===== config.mk =====
export PLATFORM = sky130hd
export DESIGN_NAME = aes_inv_word_loader
export DESIGN_NICKNAME = d
export VERILOG_FILES = /design/src/rtl/aes_inv_word_loader.sv
export SDC_FILE = /design/constraint.sdc
export NUM_CORES = 1
export LEC_CHECK = 0
export CORE_ASPECT_RATIO = 0.75
export CORE_MARGIN = 1
export CORE_UTILIZATION = 30
export CTS_BUF_LIST = sky130_fd_sc_hd__clkbuf_16
export DETAILED_ROUTE_END_ITERATION = 12
export GPL_ROUTABILITY_DRIVEN = 0
export PLACE_DENSITY = 0.49
export RECOVER_POWER = 25
export REMOVE_ABC_BUFFERS = 1
export SYNTH_ARGS = -nofsm -noshare
export SYNTH_HDL_FRONTEND = slang
export SYNTH_SLANG_ARGS = --single-unit

===== constraint.sdc =====
create_clock -name clk -period 2.11 [get_ports clk]
set_input_delay 0.422 -clock clk [delete_from_list [all_inputs] [get_ports clk]]
set_output_delay 0.422 -clock clk [all_outputs]
set_load 0.02 [all_outputs]

===== src/rtl/aes_inv_word_loader.sv =====
// Assembles 32-bit key/ciphertext words into 128-bit values for aes_inv_cipher_top,
// enforcing key-first ordering, the key-expansion wait, and one block in flight.
//
// state    | meaning
// COLLECT  | accepting words, s_ready high
// KEY_WAIT | key issued, waiting out the expansion window
// RUN      | block issued, waiting for done
module aes_inv_word_loader #(
    parameter int KEY_EXP_CYCLES = 12
) (
    input  logic         clk,
    input  logic         rst,
    input  logic         s_valid,
    output logic         s_ready,
    input  logic [31:0]  s_data,
    input  logic         s_is_key,
    output logic         kld,
    output logic [127:0] key,
    output logic         ld,
    output logic [127:0] text_in,
    input  logic         done,
    output logic         key_valid,
    output logic         busy,
    output logic         err
);

    typedef enum logic [1:0] {
        COLLECT  = 2'd0,
        KEY_WAIT = 2'd1,
        RUN      = 2'd2
    } state_t;

    state_t         r_state;
    logic [95:0]    r_asm;
    logic [1:0]     r_cnt;
    logic           r_grp_key;
    logic [7:0]     r_wait;
    logic [127:0]   r_key;
    logic [127:0]   r_text;
    logic           r_kld;
    logic           r_ld;
    logic           r_err;
    logic           r_key_valid;
    logic           r_busy;

    logic           w_accept;
    logic           w_mismatch;
    logic           w_grp_key;
    logic [127:0]   w_full;

    assign s_ready    = (r_state == COLLECT) && !rst;
    assign w_accept   = s_valid && s_ready;
    assign w_mismatch = (r_cnt != 2'd0) && (s_is_key != r_grp_key);
    assign w_grp_key  = (r_cnt == 2'd0) ? s_is_key : r_grp_key;
    assign w_full     = {r_asm, s_data};

    always_ff @(posedge clk) begin
        if (rst) begin
            r_state     <= COLLECT;
            r_asm       <= '0;
            r_cnt       <= '0;
            r_grp_key   <= 1'b0;
            r_wait      <= '0;
            r_key       <= '0;
            r_text      <= '0;
            r_kld       <= 1'b0;
            r_ld        <= 1'b0;
            r_err       <= 1'b0;
            r_key_valid <= 1'b0;
            r_busy      <= 1'b0;
        end else begin
            r_kld <= 1'b0;
            r_ld  <= 1'b0;
            r_err <= 1'b0;
            case (r_state)
                COLLECT: begin
                    if (w_accept) begin
                        r_asm <= {r_asm[63:0], s_data};
                        if (w_mismatch) begin
                            // Partial group dropped; this word opens a fresh group.
                            r_err     <= 1'b1;
                            r_grp_key <= s_is_key;
                            r_cnt     <= 2'd1;
                        end else begin
                            r_grp_key <= w_grp_key;
                            r_cnt     <= r_cnt + 2'd1;
                            if (r_cnt == 2'd3) begin
                                if (w_grp_key) begin
                                    r_key       <= w_full;
                                    r_kld       <= 1'b1;
                                    r_key_valid <= 1'b0;
                                    r_wait      <= 8'(KEY_EXP_CYCLES);
                                    r_state     <= KEY_WAIT;
                                end else if (r_key_valid) begin
                                    r_text  <= w_full;
                                    r_ld    <= 1'b1;
                                    r_busy  <= 1'b1;
                                    r_state <= RUN;
                                end else begin
                                    r_err <= 1'b1;
                                end
                            end
                        end
                    end
                end
                KEY_WAIT: begin
                    r_wait <= r_wait - 8'd1;
                    if (r_wait == 8'd1) begin
                        r_key_valid <= 1'b1;
                        r_state     <= COLLECT;
                    end
                end
                RUN: begin
                    // done is not trusted in the ld cycle itself
                    if (done && !r_ld) begin
                        r_busy  <= 1'b0;
                        r_state <= COLLECT;
                    end
                end
                default: r_state <= COLLECT;
            endcase
        end
    end

    assign kld       = r_kld;
    assign key       = r_key;
    assign ld        = r_ld;
    assign text_in   = r_text;
    assign key_valid = r_key_valid;
    assign busy      = r_busy;
    assign err       = r_err;

endmodule


==> results.ini, run 1 <==
[run_status]
outcome=complete, no violations

[routing]
wl_per_cell_um=17.8
drc=0
firstDrtPassIters=5
drtIter0Drc=730
wl_mm=42.7
num_vias=11700
viasPerCell=4.89
ant_nets=0

[finish]
diodes=0
num-fill-cells=4436
drive_above_1_share_pct=6.89
stdcell_area_um2=18900
syn_to_final_growth_pct=36.8
fin_nets=1827

[setup_path]
critical_path_depth=1
crit_path_end_kind=primary output
slowest_stage=clkdlybuf4s50_1
r2r-end=key[84]
worst_ep_arrival_time_ns=1.65
critical-path-top-delay-family=buffers and inverters
reg2reg_from=r_state[0]
start_kind=flop
critPathBufInv=1
max_stage_delay_ns=0.66
path_cells=clkdlybuf4s50_1
crit_type=flop to primary output
required_ns=1.69
r2r_setup_slack_ns=0.13
worstPathMaxFanout=4
worstRegToRegCells=4

[job]
cap_violations=0

[placed_design]
pre_cts_ws_ns=-0.280
dp_hpwl_mm=27.3
portBuffers=298
placed_cell_area_um2=17700

[min_path]
holdPathEnd=key[85]
hold_depth=2
min_from=rst
hold_path_class=input port to flop

[pwr]
combPwrFrac_pct=4.7
p_seq_share_pct=50.4
swShare_pct=23.8
power-per-cell-area_nw_per_um2=753
clockPowerShare_pct=44.9
finalPower_mw=14.2
ir_drop_mv=0.402
p_int_mw=10.8
p_switching_mw=3.39
p_leak_nw=7.14

[clock_tree]
insertion_delay_ns=0.53
cts_root_buf=clkbuf_16
clk_pin_slew_ns=0.06
ctsHoldBuffers=0
cts_buffers=41
cts_buffer_depth=3
cts_tree=yes
cts_max_level=2
cts.sink_count=370

[floorplan]
die_y_um=188
core_area_um2=45000
die-area_um2=46800
die_w_um=250
io_pins=299
initial_core_util_pct=30.6
rows=67

[synthesis]
avgSynthCellArea_um2=9.09
syn_area_um2=13800
synth_enable_flop_cells=0
async_flop_share_pct=0
synth-seq-cells=370
yosysUniqueCellTypes=46
syn_inst=1517
yosysWarnings=0
synthFlopType=dfxtp_1
yosysSeqAreaShare_pct=53.7

[timing]
max_freq_mhz=483
tns_ns=0
layout_min_cycle_time_ns=2.07
fin_skew_ns=0.00590
finalSetupViolations=0
fin_crit_sh_pct=98.1
tightestPinTransition_ns=0.688
max_slew_margin_pct=54.0
hold_violations=0
grt_setup_unrepaired=no
final_max_slew_viol_count=0
setup_ws_ns=0.0392

[global_routing]
track_usage_pct=17.4
grt_max_degree=150
grt_pass1_vias=11200
antenna_found_initial=0
grt_pass1_wl_mm=65.4
gr-total-overflow=0

## stage by stage
step | cells | utilization (%) | hold WS (ns)
final | 2400 | 41.9 | 0.197
after global routing | 2400 | 41.9 | 0.181
after CTS | 2398 | 42.0 | 0.167
after detailed placement | 2327 | 39.4 | 0.447
after global placement | 2327 | 39.4 | 0.443
after floorplan | 1381 | - | 0.437
## power groups by stage
stage	combinational, mW	sequential, mW	clock (mW)
finish	0.664	7.16	6.38
floorplan	0.290	7.30	0
global placement	0.660	7.31	0
detailed placement	0.662	7.32	0
CTS	0.665	7.16	6.60
global route	0.731	7.17	6.89
## worst max path at each step
stage               slack [ns]  startpoint      endpoint
finish                    0.04   key_valid     key_valid
global route             0.002   key_valid     key_valid
CTS                       0.02   key_valid     key_valid
detailed placement       -0.28    s_is_key   text_in[44]
global placement         -0.25    s_is_key   text_in[51]
floorplan               -25.90     s_valid  text_in[109]
## Yosys cell counts (2+ instances only)
cell / n / share of area, %
o211ai_1: 3 / 0.16
nor2b_1: 30 / 1.4
inv_1: 88 / 2.4
o211a_1: 3 / 0.22
inv_2: 2 / 0.054
or3b_2: 3 / 0.19
buf_1: 3 / 0.082
a21oi_1: 133 / 4.8
nor3b_1: 2 / 0.11
buf_2: 50 / 1.8
nand2b_1: 4 / 0.18
a211oi_1: 2 / 0.11
clkbuf_1: 76 / 2.1
buf_6: 5 / 0.41
mux2_2: 2 / 0.16
a31oi_1: 2 / 0.091
nor4_1: 3 / 0.14
nand3_1: 129 / 4.7
ha_1: 4 / 0.36
mux2i_1: 99 / 7.2
o21ai_0: 146 / 5.3
o31ai_1: 80 / 4.4
mux2_1: 28 / 2.3
a211o_1: 3 / 0.19
dfxtp_1: 370 / 54
nand2_1: 220 / 6.0
buf_4: 2 / 0.11
or3_1: 2 / 0.091
nor4b_2: 2 / 0.22
or4_1: 2 / 0.11
nor3_1: 4 / 0.15
## flip-flops by register name, summed over array words and instances (netlist names)
signal / cells
key: 128
text_in: 128
r_asm: 96
r_wait: 8
r_cnt: 2
r_state: 2
busy: 1
err: 1
key_valid: 1
kld: 1
ld: 1
r_grp_key: 1
## layout make-up
| cell class | count | area (um2) | area share, % |
|---|---|---|---|
| clock buffers | 41 | 1030 | 5.44 |
| clock inverters | 30 | 138 | 0.730 |
| inverters | 90 | 340 | 1.80 |
| multi-input cells | 921 | 5440 | 28.8 |
| flip-flops and latches | 370 | 7410 | 39.3 |
| well taps | 586 | 733 | 3.89 |
| repair buffers | 362 | 3780 | 20.0 |
## cell usage in the layout (no fill, tap or decap), drive strengths merged, types with 30 or more instances in the layout
master,n
mux2i,99
dfxtp,370
clkdlybuf4s50,296
buf,57
o31ai,80
clkbuf,49
nand2,220
a21oi,133
inv,99
nand3,129
nor2b,30
mux2,30
o21ai,146
## what timing repair did
action	CTS	global route
setup endpoints to repair	15	109
cloned	0	1
gates resized for setup	3	4
buffers inserted	0	1
pin swaps	0	1
hold endpoints to repair	0	0
## per-layer routing
layer  up-vias  GRT usage (%)  part of all wire [%]
li1       5757              -                     -
met1      5620           23.8                    47
met2       300           26.7                    43
met3        50           5.79                   8.0
met4         0           3.54                   1.3
met5         -              0                     0
## cell families (layout without fill, tap and decap cells)
kind of cell | Yosys count | count (layout) | synth area share [%]
mux | 129 | 129 | 9.64
compound gates | 378 | 378 | 15.7
buf+inv | 226 | 523 | 6.93
fa+ha+maj | 4 | 4 | 0.363
flops | 370 | 370 | 53.7
simple gates | 409 | 409 | 13.6
xor+xnor | 1 | 1 | 0.0635
No activity file was read; power rests on OpenSTA's default activity.
==> run 2, diff against run 1 <==
SLEW_MARGIN = 15   (was not set)
==> results of run 2 <==
Final layout, timing and power as in run 1 (identical DEF).
